--- src/rtl/sram_axi_bridge.sv ---
// sram_axi_bridge: folds the fetch-side and load/store-side SRAM-like
// request/response ports into one AXI3 master. Reads share a single AR slot
// (data side has priority), stores go out on AW/W/B, and R/B beats are routed
// back to the requester by ID. At most one fetch and one data transaction
// are outstanding at any time.
module sram_axi_bridge (
   input  logic        clk,
   input  logic        reset,
   // instruction side
   input  logic        inst_sram_req,
   input  logic [1:0]  inst_sram_size,
   input  logic [31:0] inst_sram_addr,
   output logic        inst_sram_addr_ok,
   output logic        inst_sram_data_ok,
   output logic [31:0] inst_sram_rdata,
   // data side
   input  logic        data_sram_req,
   input  logic        data_sram_wr,
   input  logic [1:0]  data_sram_size,
   input  logic [3:0]  data_sram_wstrb,
   input  logic [31:0] data_sram_addr,
   input  logic [31:0] data_sram_wdata,
   output logic        data_sram_addr_ok,
   output logic        data_sram_data_ok,
   output logic [31:0] data_sram_rdata,
   // AXI read address
   output logic [3:0]  arid,
   output logic [31:0] araddr,
   output logic [3:0]  arlen,
   output logic [2:0]  arsize,
   output logic [1:0]  arburst,
   output logic [1:0]  arlock,
   output logic [3:0]  arcache,
   output logic [2:0]  arprot,
   output logic        arvalid,
   input  logic        arready,
   // AXI read data
   input  logic [3:0]  rid,
   input  logic [31:0] rdata,
   input  logic [1:0]  rresp,
   input  logic        rlast,
   input  logic        rvalid,
   output logic        rready,
   // AXI write address
   output logic [3:0]  awid,
   output logic [31:0] awaddr,
   output logic [3:0]  awlen,
   output logic [2:0]  awsize,
   output logic [1:0]  awburst,
   output logic [1:0]  awlock,
   output logic [3:0]  awcache,
   output logic [2:0]  awprot,
   output logic        awvalid,
   input  logic        awready,
   // AXI write data
   output logic [3:0]  wid,
   output logic [31:0] wdata,
   output logic [3:0]  wstrb,
   output logic        wlast,
   output logic        wvalid,
   input  logic        wready,
   // AXI write response
   input  logic [3:0]  bid,
   input  logic [1:0]  bresp,
   input  logic        bvalid,
   output logic        bready
);

   localparam logic [3:0] ID_INST = 4'd0;
   localparam logic [3:0] ID_DATA = 4'd1;

   typedef enum logic {AR_IDLE, AR_WAIT} ar_state_e;
   typedef enum logic [1:0] {W_IDLE, W_SEND, W_RESP} w_state_e;

   ar_state_e   ar_state_q;
   logic [31:0] ar_addr_q;
   logic [3:0]  ar_id_q;
   logic [1:0]  ar_size_q;

   w_state_e    w_state_q;
   logic        aw_vld_q;
   logic        w_vld_q;
   logic [31:0] aw_addr_q;
   logic [1:0]  aw_size_q;
   logic [31:0] wdata_q;
   logic [3:0]  wstrb_q;

   logic        inst_pend_q, inst_pend_d;
   logic        data_pend_q, data_pend_d;

   logic        inst_rsp, data_rsp;
   logic        inst_free, data_free;
   logic        ar_idle, w_idle_eff, wr_hazard;
   logic        data_rd_elig, data_wr_elig, inst_elig, inst_grant;
   logic        data_rd_acc, data_wr_acc, inst_acc;

   // Status/response fields carry nothing the requesters can act on.
   logic        unused_rsp;
   assign unused_rsp = ^{rresp, rlast, bresp, bid};

   // Response decode: a pending slot is considered free in the very cycle its
   // response arrives, so a follow-on request can be accepted back-to-back.
   always_comb begin
      inst_rsp   = rvalid && (rid == ID_INST);
      data_rsp   = (rvalid && (rid == ID_DATA)) || bvalid;
      inst_free  = !inst_pend_q || inst_rsp;
      data_free  = !data_pend_q || data_rsp;
      ar_idle    = (ar_state_q == AR_IDLE);
      w_idle_eff = (w_state_q == W_IDLE) || ((w_state_q == W_RESP) && bvalid);
      // A fetch must not overtake a store still in flight to the same word.
      wr_hazard  = !w_idle_eff && (inst_sram_addr[31:2] == aw_addr_q[31:2]);
   end

   // Arbitration: data-side read beats fetch for the single AR slot.
   always_comb begin
      data_rd_elig = data_sram_req && !data_sram_wr && ar_idle && data_free;
      data_wr_elig = data_sram_req && data_sram_wr && w_idle_eff && data_free;
      inst_elig    = inst_sram_req && ar_idle && inst_free && !wr_hazard;
      inst_grant   = inst_elig && !data_rd_elig;
      data_rd_acc  = !reset && data_rd_elig;
      data_wr_acc  = !reset && data_wr_elig;
      inst_acc     = !reset && inst_grant;
   end

   // Outstanding flags: a new accept wins over a clearing response.
   always_comb begin
      inst_pend_d = inst_pend_q;
      data_pend_d = data_pend_q;
      if (inst_rsp)
         inst_pend_d = 1'b0;
      if (inst_acc)
         inst_pend_d = 1'b1;
      if (data_rsp)
         data_pend_d = 1'b0;
      if (data_rd_acc || data_wr_acc)
         data_pend_d = 1'b1;
   end

   // Outstanding flag registers.
   always_ff @(posedge clk) begin
      if (reset) begin
         inst_pend_q <= 1'b0;
         data_pend_q <= 1'b0;
      end else begin
         inst_pend_q <= inst_pend_d;
         data_pend_q <= data_pend_d;
      end
   end

   // AR slot FSM: holds arvalid from the accept until the AR handshake.
   always_ff @(posedge clk) begin
      if (reset) begin
         ar_state_q <= AR_IDLE;
      end else begin
         case (ar_state_q)
            AR_IDLE: if (data_rd_acc || inst_acc) ar_state_q <= AR_WAIT;
            AR_WAIT: if (arready) ar_state_q <= AR_IDLE;
            default: ar_state_q <= AR_IDLE;
         endcase
      end
   end

   // AR slot payload, latched on the accepting edge.
   always_ff @(posedge clk) begin
      if (data_rd_acc) begin
         ar_addr_q <= data_sram_addr;
         ar_id_q   <= ID_DATA;
         ar_size_q <= data_sram_size;
      end else if (inst_acc) begin
         ar_addr_q <= inst_sram_addr;
         ar_id_q   <= ID_INST;
         ar_size_q <= inst_sram_size;
      end
   end

   // Store FSM: AW and W are offered together and retire independently;
   // the response phase starts once both have handshaken.
   always_ff @(posedge clk) begin
      if (reset) begin
         w_state_q <= W_IDLE;
         aw_vld_q  <= 1'b0;
         w_vld_q   <= 1'b0;
      end else begin
         case (w_state_q)
            W_IDLE: begin
               if (data_wr_acc) begin
                  w_state_q <= W_SEND;
                  aw_vld_q  <= 1'b1;
                  w_vld_q   <= 1'b1;
               end
            end
            W_SEND: begin
               aw_vld_q <= aw_vld_q && !awready;
               w_vld_q  <= w_vld_q && !wready;
               if ((!aw_vld_q || awready) && (!w_vld_q || wready))
                  w_state_q <= W_RESP;
            end
            W_RESP: begin
               if (data_wr_acc) begin
                  w_state_q <= W_SEND;
                  aw_vld_q  <= 1'b1;
                  w_vld_q   <= 1'b1;
               end else if (bvalid) begin
                  w_state_q <= W_IDLE;
               end
            end
            default: begin
               w_state_q <= W_IDLE;
               aw_vld_q  <= 1'b0;
               w_vld_q   <= 1'b0;
            end
         endcase
      end
   end

   // Store payload, latched on the accepting edge.
   always_ff @(posedge clk) begin
      if (data_wr_acc) begin
         aw_addr_q <= data_sram_addr;
         aw_size_q <= data_sram_size;
         wdata_q   <= data_sram_wdata;
         wstrb_q   <= data_sram_wstrb;
      end
   end

   // Requester-facing handshakes and routed responses.
   always_comb begin
      inst_sram_addr_ok = inst_acc;
      data_sram_addr_ok = data_rd_acc || data_wr_acc;
      inst_sram_data_ok = !reset && inst_rsp;
      data_sram_data_ok = !reset && data_rsp;
      inst_sram_rdata   = rdata;
      data_sram_rdata   = rdata;
   end

   // AXI master signals; single-beat incrementing bursts only.
   always_comb begin
      arid    = ar_id_q;
      araddr  = ar_addr_q;
      arlen   = 4'd0;
      arsize  = {1'b0, ar_size_q};
      arburst = 2'b01;
      arlock  = 2'd0;
      arcache = 4'd0;
      arprot  = 3'd0;
      arvalid = (ar_state_q == AR_WAIT);
      rready  = !reset;
      awid    = ID_DATA;
      awaddr  = aw_addr_q;
      awlen   = 4'd0;
      awsize  = {1'b0, aw_size_q};
      awburst = 2'b01;
      awlock  = 2'd0;
      awcache = 4'd0;
      awprot  = 3'd0;
      awvalid = aw_vld_q;
      wid     = ID_DATA;
      wdata   = wdata_q;
      wstrb   = wstrb_q;
      wlast   = 1'b1;
      wvalid  = w_vld_q;
      bready  = !reset;
   end

endmodule

--- config.mk ---
export PLATFORM = sky130hd
export DESIGN_NAME = sram_axi_bridge
export DESIGN_NICKNAME = d
export VERILOG_FILES = /design/src/rtl/sram_axi_bridge.sv
export SDC_FILE = /design/constraint.sdc
export NUM_CORES = 1
export LEC_CHECK = 0
export CORE_AREA = 2 2 147 149
export CTS_BUF_LIST = sky130_fd_sc_hd__clkbuf_4
export CTS_CLUSTER_DIAMETER = 50
export DETAILED_ROUTE_END_ITERATION = 7
export DIE_AREA = 0 0 149 151
export PLACE_DENSITY = 0.71
export SLEW_MARGIN = 20
export SYNTH_ARGS = -nofsm -noshare
export SYNTH_HDL_FRONTEND = slang
export SYNTH_SLANG_ARGS = --single-unit
--- constraint.sdc ---
create_clock -name clk -period 9.5 [get_ports clk]
set_clock_uncertainty 0.1 [all_clocks]
set_input_delay 0.95 -clock clk [delete_from_list [all_inputs] [get_ports clk]]
set_output_delay 0.95 -clock clk [all_outputs]
set_load 0.05 [all_outputs]
==> reports/results.ini, run 1 <==
[outcome]
outcome = complete, no violations

[detailed_routing]
vias = 3089
ant_nets = 0
wire_per_inst_um = 16.68
wl_um = 13330
via_per_inst = 3.866
drc_errors = 0
drt-initial-drc-count = 126
drtPass1Iterations = 4

[grt]
antenna_found_initial = 0
grt_max_degree = 62
grt_pass1_wl_um = 19010
grt_usage = 0.1166
grt_pass1_vias = 3245
grt_remaining_overflow = 0

[floorplan]
die-area_um2 = 22500
die_h_um = 151
rows = 53
core_area_um2 = 20820
start_util = 0.2473
dieWidth_um = 149
io_pins = 381

[clock_tree]
holdBufCountCts = 0
clk_pin_slew_worst_paths_ns = 0.18
cts_buffers = 9
insertion_delay_ns = 0.49
cts_tree = built
cts_resized = 0
postCtsSetupBuffers = 0
clock_path_buffers = 2
clock-root-buffer = clkbuf_4
h-tree-depth = 3
cts.sinks = 112

[finish]
syn2layout_area_growth_pct = 41.52
fin_util = 0.3500
num-nets-final = 678
multi_input_comb_area_um2 = 1145
fillCellCount = 2042
drive_gt1_frac = 0.1050
antenna_cells = 0
regArea_um2 = 3283

[worst_setup_path]
r2r_setup_slack_ns = 6.69
cp.arrival_ns = 3.76
cp_max_fo = 39
critical_path_class = in2out
cp-end-kind = output port
critPathLaunchType = primary input
cp_data_required_time_ns = 8.45

[synthesis]
synth_edf_count = 104
yosys-top-cells-area = edfxtp_1 (61%), buf_4 (16%), mux2_2 (6.1%)
synth_ff_type = edfxtp_1
synth_cells = 348
ys_seq_elements = 112
yosys.area.top_type = edfxtp_1
syn_area_um2 = 5150
ys_seq_area_frac = 0.6375
synth_top_area_frac = 0.6064
async_reset_ff_frac = 0
avgSynthCellArea_um2 = 14.80
yosysWarnings = 0
ys_types = 37

[placement]
hpwl_um = 10000
place_congestion = 0.6939
io_buffers = 231

[timing]
rsz0062_at_grt = no
finalHoldViolCount = 0
slew_viol_final = 0
hold_ws_ns = 0.3925
fin_crit_ns = 4.812
timing.setup.tns_ns = 0
setup_violations = 0
maxSlewHeadroom = 0.3971
tightest_slew_ns = 0.9043
fmax_mhz = 207.8
period_share = 0.5065

[power]
irDropWorstVdd_mv = 0.06891
power_density_nw_per_um2 = 151.9
power_leakage_nw = 2.529

[flow_run]
drv_cap = 0

[worst_hold_path]
min_path_type = reg2reg

-- layout make-up --
class,count,area share
clock buffer,9,0.009270
clock inverter,7,0.01288
inverter,7,0.003777
multi-input combinational,156,0.1571
sequential,112,0.4505
tap,275,0.04721
timing repair buffer,233,0.3193
-- worst paths after layout --
kind,end,startpoint,cells after the start
worst max-delay path,inst_sram_addr_ok,rid[1],9
worst min-delay path,awvalid,awvalid,2
worst max register to register,araddr[7],awaddr[3],6
worst min register to register,awvalid,awvalid,2
-- cell families after synthesis --
family | share of synthesized area
mux | 0.07629
other cells | 0.001458
compound gates | 0.01676
simple gates | 0.04470
flops | 0.6375
buf+inv | 0.1723
xor+xnor | 0.05102
-- Yosys cell counts, types with 2 or more instances --
master and count:
nor4_1 4, nor4_2 2, nand2_1 5, conb_1 2, xnor2_1 2, nor2_1 3
a21oi_1 5, buf_4 112, edfxtp_1 104, mux2_2 28, xor2_1 28, nand2b_1 6
inv_1 7, o21ai_0 3, nor3_1 2, dfxtp_1 8, nand4_1 2, mux2_1 6
-- critical path, cell delays in order --
cell and delay [ns]:
clkdlybuf4s50_1 0.44, nor4b_2 0.44, a211oi_2 0.17, nor4_4 0.21, buf_4 0.54, nor2_1 0.11
nand2_2 0.14, inv_1 0.07, clkdlybuf4s50_1 0.70
-- through the flow --
step	instances	instance area [um2]	setup slack (ns)	total power [W]
final	799	7288	4.688	0.001107
after global routing	799	7288	4.497	0.001161
after CTS	799	7283	4.618	0.001131
after detailed placement	783	7122	4.634	0.0008620
after global placement	783	7122	4.668	0.0008594
after floorplan	390	5308	5.554	0.0008362
-- layout by cell type, fill, tap and decap left out, drive strengths merged, types with 2 or more instances in the layout --
master	netlist	layout
or4	2	2
buf	114	2
clkinv	0	5
nand2	6	6
conb	2	44
clkdlybuf4s50	0	231
clkbuf	1	9
inv	7	9
dfxtp	8	8
nor2	3	3
nor4	7	7
xor2	28	28
nand4	2	2
mux2	34	34
edfxtp	104	104
nor3	2	2
o21ai	4	4
nand2b	6	6
a21oi	5	5
xnor2	2	2
-- where the power goes --
part           internal [W]  switching [W]
registers          0.000569     0.00000860
clock network     0.0000673       0.000192
logic             0.0000978       0.000172
-- flip-flops by register name, summed over array words and instances (netlist names), 2 cells and up --
register	flops
araddr	32
awaddr	32
wdata	32
wstrb	4
ar_size_q	2
aw_size_q	2
w_state_q	2
-- layer usage --
layer	routed length, um	global-route usage	up-vias
li1	-	-	1419
met2	6916	0.2025	154
met5	0	0	-
met3	1264	0.05000	29
met4	298	0.05000	0
met1	4850	0.1242	1487
(Power assumes the default switching activity.)
==> run 2, diff against run 1 <==
--- a/config.mk
+++ b/config.mk
@@ -5,11 +5,11 @@
 export SDC_FILE = /design/constraint.sdc
 export NUM_CORES = 1
 export LEC_CHECK = 0
-export CORE_AREA = 2 2 147 149
+export CORE_AREA = 2 2 148 150
 export CTS_BUF_LIST = sky130_fd_sc_hd__clkbuf_4
 export CTS_CLUSTER_DIAMETER = 50
 export DETAILED_ROUTE_END_ITERATION = 7
-export DIE_AREA = 0 0 149 151
+export DIE_AREA = 0 0 150 152
 export PLACE_DENSITY = 0.71
 export SLEW_MARGIN = 20
 export SYNTH_ARGS = -nofsm -noshare
==> constraint.sdc (replaced) <==
create_clock -name clk -period 5 [get_ports clk]
set_clock_uncertainty 0.1 [all_clocks]
set_input_delay 0.5 -clock clk [delete_from_list [all_inputs] [get_ports clk]]
set_output_delay 0.5 -clock clk [all_outputs]
set_load 0.05 [all_outputs]
==> reports/results.ini, run 2 (same netlist as run 1, synthesis figures left out) <==
[outcome]
outcome = complete, no violations  ; unchanged

[timing]
slew_viol_final = 0  ; unchanged
tightest_slew_ns = 0.5839  ; was 0.9043 ns
maxSlewHeadroom = 0.6095  ; was 0.3971
fin_crit_ns = 3.796
setup_slack_ns = 1.204  ; was 4.688 ns
timing.setup.tns_ns = 0  ; unchanged
finalHoldViolCount = 0  ; unchanged
setup_violations = 0  ; unchanged
period_share = 0.7592
rsz0062_at_grt = no  ; unchanged
fmax_mhz = 263.4

[worst_setup_path]
cp_max_fo = 4  ; was 39
cpMostUsedCell = clkdlybuf4s50_1  ; unchanged
crit_chain = clkdlybuf4s50_1 > xor2_1 > nor4_1 > nand4_1 > or4_4 > nand2_2 > inv_1 > clkdlybuf4s50_1  ; was clkdlybuf4s50_1 > nor4b_2 > a211oi_2 > nor4_4 > buf_4 > nor2_1 > nand2_2 > inv_1 > clkdlybuf4s50_1
r2r_setup_slack_ns = 2.26  ; was 6.69 ns
cp.arrival_ns = 3.20  ; was 3.76 ns
slowest_stage = clkdlybuf4s50_1  ; unchanged
worst_r2r_path_depth = 6  ; unchanged
worst-path-buf-inv = 3  ; was 4
critPathLaunchType = primary input  ; unchanged
path_delay_family = simple AND/OR/NAND/NOR gates  ; was buffers and inverters
critical_path_class = in2out  ; unchanged
r2r-end = araddr[27]  ; was araddr[7]
cp_data_required_time_ns = 4.40  ; was 8.45 ns
worst_path_largest_cell_delay_ns = 0.69  ; was 0.70 ns
cp-end-kind = output port  ; unchanged
rr_startpoint = awaddr[8]  ; was awaddr[3]

[clock_tree]
insertion_delay_ns = 0.49  ; about the same
clock_path_buffers = 2  ; unchanged
postCtsSetupBuffers = 0  ; unchanged
cts_resized = 0  ; unchanged
cts.sinks = 112  ; unchanged
clock-root-buffer = clkbuf_4  ; unchanged
holdBufCountCts = 0  ; unchanged
clk_pin_slew_worst_paths_ns = 0.19  ; was 0.18 ns
cts_tree = built  ; unchanged
h-tree-depth = 3  ; unchanged
cts_buffers = 9  ; unchanged

[detailed_routing]
drt-initial-drc-count = 81  ; was 126
vias = 3083  ; was 3,089
wl_um = 13500  ; was 13,330 um
via_per_inst = 3.830  ; was 3.866
ant_nets = 0  ; unchanged
drtPass1Iterations = 4  ; unchanged
drc_errors = 0  ; unchanged
wire_per_inst_um = 16.77  ; was 16.68 um

[placement]
dp_slack_ns = 1.049  ; was 4.634 ns
place_congestion = 0.7291  ; was 0.6939
hpwl_um = 10470  ; was 10,000 um
io_buffers = 231  ; unchanged

[finish]
drive_gt1_frac = 0.1050  ; unchanged
layout_common_cells = clkdlybuf4s50_1 (231), edfxtp_1 (104), conb_1 (44)  ; unchanged
mostFrequentLayoutCell = clkdlybuf4s50_1  ; unchanged
num-nets-final = 679  ; was 678
syn2layout_area_growth_pct = 41.42  ; was 41.52%

[flow_run]
drv_cap = 0  ; unchanged

[grt]
grt_max_degree = 42  ; was 62
antenna_found_initial = 1  ; was 0
grt_pass1_wl_um = 19320  ; was 19,010 um
grt_pass1_vias = 3179  ; was 3,245
grt_remaining_overflow = 0  ; unchanged
grt_usage = 0.1170  ; was 0.1166

[worst_hold_path]
min-delay-start = awvalid  ; unchanged
holdPathStages = 2  ; unchanged
min_path_type = reg2reg  ; unchanged
hold_end = awvalid  ; unchanged

[floorplan]
io_pins = 381  ; unchanged
core_area_um2 = 21350  ; was 20,820 um2
start_util = 0.2412  ; was 0.2473
die_h_um = 152  ; was 151 um
dieWidth_um = 150  ; was 149 um
die-area_um2 = 22800  ; was 22,500 um2
rows = 54  ; was 53

[power]
irDropWorstVdd_mv = 0.1127  ; was 0.06891 mV
power_leakage_nw = 2.526  ; was 2.529 nW
power_density_nw_per_um2 = 283.3  ; was 151.9 nW/um2

==> run 2: cell count changes in the layout (fill, tap and decap cells not counted) <==
cell,previous run,this run
buf_12,0,1
inv_12,1,0
inv_8,1,3
clkinv_8,3,0
diode_2,0,1
clkinv_4,1,2
==> run 2: layout make-up <==
cell class | count | area, um2
timing repair buffer | 234 | 2347
inverter | 7 | 27.53
multi-input combinational | 156 | 1145
sequential | 112 | 3283
clock inverter | 6 | 60.06
clock buffer | 9 | 67.56
tap | 280 | 350.3
antenna | 1 | 2.502
fill | 2142 | 14070
==> run 2: worst max-delay path by stage <==
stage | from | endpoint | slack, ns | depth (start not counted)
6_report | inst_sram_addr[8] | inst_sram_addr_ok | 1.20 | 8
5_1_grt | awaddr[7] | inst_sram_addr_ok | 0.89 | 7
4_1_cts | awaddr[7] | inst_sram_addr_ok | 1.05 | 7
3_5_place_dp | inst_sram_addr[7] | inst_sram_addr_ok | 1.05 | 8
3_3_place_gp | inst_sram_addr[7] | inst_sram_addr_ok | 1.04 | 8
2_1_floorplan | rid[1] | aw_size_q[0] | 1.50 | 5
==> run 2: routing by layer <==
layer  wire length, um  share of wire  vias to the layer above  global-route usage
met3               892          0.066                       34             0.03213
met1              5062           0.37                     1480              0.1291
met5                 0              0                        -                   0
met2              7084           0.52                      139              0.2029
li1                  -              -                     1430                   -
met4               462          0.034                        0             0.06199
==> run 2: through the flow <==
| step | hold WS (ns) | std cells | cell area, um2 | total power [W] | utilization |
|---|---|---|---|---|---|
| after floorplan | 0.3660 | 390 | 5308 | 0.001589 | - |
| after global placement | 0.3565 | 789 | 7148 | 0.001635 | 0.3348 |
| final | 0.3857 | 805 | 7283 | 0.002064 | 0.3411 |
| after CTS | 0.3830 | 804 | 7276 | 0.002104 | 0.3408 |
| after global routing | 0.3701 | 805 | 7283 | 0.002158 | 0.3411 |
| after detailed placement | 0.3605 | 789 | 7148 | 0.001641 | 0.3348 |
==> run 2: where the power goes <==
| part | switching (W) | leakage (nW) | internal, W |
|---|---|---|---|
| Combinational | 0.000327 | 1.43 | 0.000187 |
| Sequential | 0.0000172 | 1.02 | 0.00108 |
| Clock | 0.000336 | 0.0723 | 0.000114 |
==> run 2: worst register-to-register path: cells and delay by family, from the launching register on <==
kind | cells | cell delay, ns
xor+xnor | 1 | 0.19
flops | 1 | 0.45
simple gates | 5 | 1.62
==> run 3, diff against run 2 <==
--- a/config.mk
+++ b/config.mk
@@ -5,12 +5,12 @@
 export SDC_FILE = /design/constraint.sdc
 export NUM_CORES = 1
 export LEC_CHECK = 0
-export CORE_AREA = 2 2 148 150
+export CORE_AREA = 2 2 146 148
 export CTS_BUF_LIST = sky130_fd_sc_hd__clkbuf_4
 export CTS_CLUSTER_DIAMETER = 50
 export DETAILED_ROUTE_END_ITERATION = 7
-export DIE_AREA = 0 0 150 152
-export PLACE_DENSITY = 0.71
+export DIE_AREA = 0 0 148 150
+export PLACE_DENSITY = 0.74
 export SLEW_MARGIN = 20
 export SYNTH_ARGS = -nofsm -noshare
 export SYNTH_HDL_FRONTEND = slang
==> constraint.sdc (replaced) <==
create_clock -name clk -period 3.1 [get_ports clk]
set_clock_uncertainty 0.1 [all_clocks]
set_input_delay 0.31 -clock clk [delete_from_list [all_inputs] [get_ports clk]]
set_output_delay 0.31 -clock clk [all_outputs]
set_load 0.05 [all_outputs]
==> reports/results.ini, run 3 (same netlist as run 1, synthesis figures left out) <==
[timing]
maxSlewHeadroom = 0.6174  ; was 0.6095
timing.setup.tns_ns = 0  ; unchanged
setup_violations = 0  ; unchanged
finalHoldViolCount = 0  ; unchanged
tightest_slew_ns = 0.5721  ; was 0.5839 ns
slew_viol_final = 0  ; unchanged
period_share = 0.9360
fmax_mhz = 344.6
fin_crit_ns = 2.902
rsz0062_at_grt = no  ; unchanged

[worst_setup_path]
slowest_stage = or4_4  ; was clkdlybuf4s50_1
timing.critical_path.from = awaddr[29]  ; was inst_sram_addr[8]
critPathLaunchType = flip-flop  ; was primary input
worst_path_largest_cell_delay_ns = 0.58  ; was 0.69 ns
cp.arrival_ns = 2.49  ; was 3.20 ns
cp_max_fo = 4  ; unchanged
cp-end-kind = output port  ; unchanged
crit_chain = xor2_1 > nor4_1 > nand4_1 > or4_4 > nand2_4 > inv_1 > buf_4  ; was clkdlybuf4s50_1 > xor2_1 > nor4_1 > nand4_1 > or4_4 > nand2_2 > inv_1 > clkdlybuf4s50_1
critical_path_class = reg2out  ; was in2out
rr_startpoint = awaddr[29]  ; was awaddr[8]
path_delay_family = simple AND/OR/NAND/NOR gates  ; unchanged
worst-path-buf-inv = 2  ; was 3
cp_data_required_time_ns = 2.69  ; was 4.40 ns

[placement]
io_buffers = 231  ; unchanged
hpwl_um = 10520  ; was 10,470 um
place_congestion = 0.7162  ; was 0.7291
place.detailed.instances = 791  ; was 789
placed_cell_area_um2 = 7254  ; was 7148 um2

[floorplan]
dieWidth_um = 148  ; was 150 um
die-area_um2 = 22200  ; was 22,800 um2
io_pins = 381  ; unchanged
rows = 53  ; was 54
start_util = 0.2489  ; was 0.2412
die_h_um = 150  ; was 152 um
core_area_um2 = 20690  ; was 21,350 um2

[detailed_routing]
via_per_inst = 3.892  ; was 3.830
drc_errors = 0  ; unchanged
ant_nets = 0  ; unchanged
drt-initial-drc-count = 129  ; was 81
wl_um = 13550  ; was 13,500 um
vias = 3141  ; was 3,083
wire_per_inst_um = 16.80  ; was 16.77 um
drtPass1Iterations = 4  ; unchanged

[finish]
fin_util = 0.3599  ; was 0.3411
num-nets-final = 686  ; was 679
final_cells = 807  ; was 805
regArea_um2 = 3283  ; unchanged
fillCellCount = 2017  ; was 2,142
multi_input_comb_area_um2 = 1160  ; was 1145 um2
drive_gt1_frac = 0.1241  ; was 0.1050
layout_common_cells = clkdlybuf4s50_1 (229), edfxtp_1 (104), conb_1 (44)  ; was clkdlybuf4s50_1 (231), edfxtp_1 (104), conb_1 (44)
syn2layout_area_growth_pct = 44.58  ; was 41.42%
mostFrequentLayoutCell = clkdlybuf4s50_1  ; unchanged
antenna_cells = 0  ; was 1
fin_area_um2 = 7446  ; was 7283 um2

[clock_tree]
clk_pin_slew_worst_paths_ns = 0.23  ; was 0.19 ns
insertion_delay_ns = 0.52  ; was 0.49 ns
clock_path_buffers = 2  ; unchanged
postCtsSetupBuffers = 0  ; unchanged
holdBufCountCts = 0  ; unchanged
h-tree-depth = 3  ; unchanged
clock-root-buffer = clkbuf_4  ; unchanged
cts_buffers = 9  ; unchanged
cts_tree = built  ; unchanged
cts.sinks = 112  ; unchanged

[power]
power_density_nw_per_um2 = 465.1  ; was 283.3 nW/um2
p_total_w = 0.003463  ; was 0.002064 W
power_leakage_nw = 2.593  ; was 2.526 nW
irDropWorstVdd_mv = 0.2410  ; was 0.1127 mV

[grt]
grt_pass1_wl_um = 19450  ; was 19,320 um
antenna_found_initial = 1  ; unchanged
grt_usage = 0.1196  ; was 0.1170
grt_pass1_vias = 3294  ; was 3,179
grt_max_degree = 46  ; was 42
grt_remaining_overflow = 0  ; unchanged

[worst_hold_path]
min-delay-start = data_sram_wdata[29]  ; was awvalid
min_path_type = in2reg  ; was reg2reg

[flow_run]
drv_cap = 0  ; unchanged

[outcome]
outcome = complete, no violations  ; unchanged

## run 3: changes by cell type in the layout (fill, tap and decap cells not counted), sizes merged
cell           change
buf                +9
clkdlybuf4s50      -2
clkinv             -1
clkinvlp           +1
diode              -1
inv                +1
## run 3: metal layers
layer / wire length (um) / share of wire / track usage / up-vias
met5: 13 / 0.00096 / 0 / -
met4: 600 / 0.044 / 0.07095 / 2
met3: 1327 / 0.098 / 0.04970 / 52
met2: 6695 / 0.49 / 0.1995 / 164
met1: 4916 / 0.36 / 0.1272 / 1487
li1: - / - / - / 1436
## run 3: layout make-up
class | count | area share
sequential | 112 | 0.4409
timing repair buffer | 241 | 0.3300
multi-input combinational | 156 | 0.1558
tap | 275 | 0.04621
clock inverter | 7 | 0.01395
clock buffer | 9 | 0.009074
inverter | 7 | 0.004033
## run 3: report_power, final
| part | switching [W] | internal, W | leakage, nW | total, W |
|---|---|---|---|---|
| clock network | 0.000608 | 0.000222 | 0.0892 | 0.000830 |
| registers | 0.0000277 | 0.00174 | 1.02 | 0.00177 |
| logic | 0.000538 | 0.000323 | 1.48 | 0.000861 |
## run 3: worst paths after layout
| path | end | slack [ns] | cells after the start |
|---|---|---|---|
| worst max-delay path | inst_sram_addr_ok | 0.20 | 7 |
| worst max register to register | araddr[8] | 0.65 | 7 |
| worst min register to register | awvalid | 0.39 | 2 |
| worst min-delay path | wdata[29] | 0.21 | 1 |
## run 3: what timing repair did
action                                 CTS  global route
gates resized for setup                  3             0
setup endpoints to repair                1             0
endpoints found under the hold margin    0             0
## run 3: metrics by stage
step | worst slack (ns) | hold WS (ns)
2_1_floorplan | 0.06385 | 0.3089
3_5_place_dp | 0.07600 | 0.3612
3_3_place_gp | 0.1189 | 0.3535
5_1_grt | 0.0002001 | 0.1490
4_1_cts | 0.1091 | 0.1584
6_report | 0.1985 | 0.2077
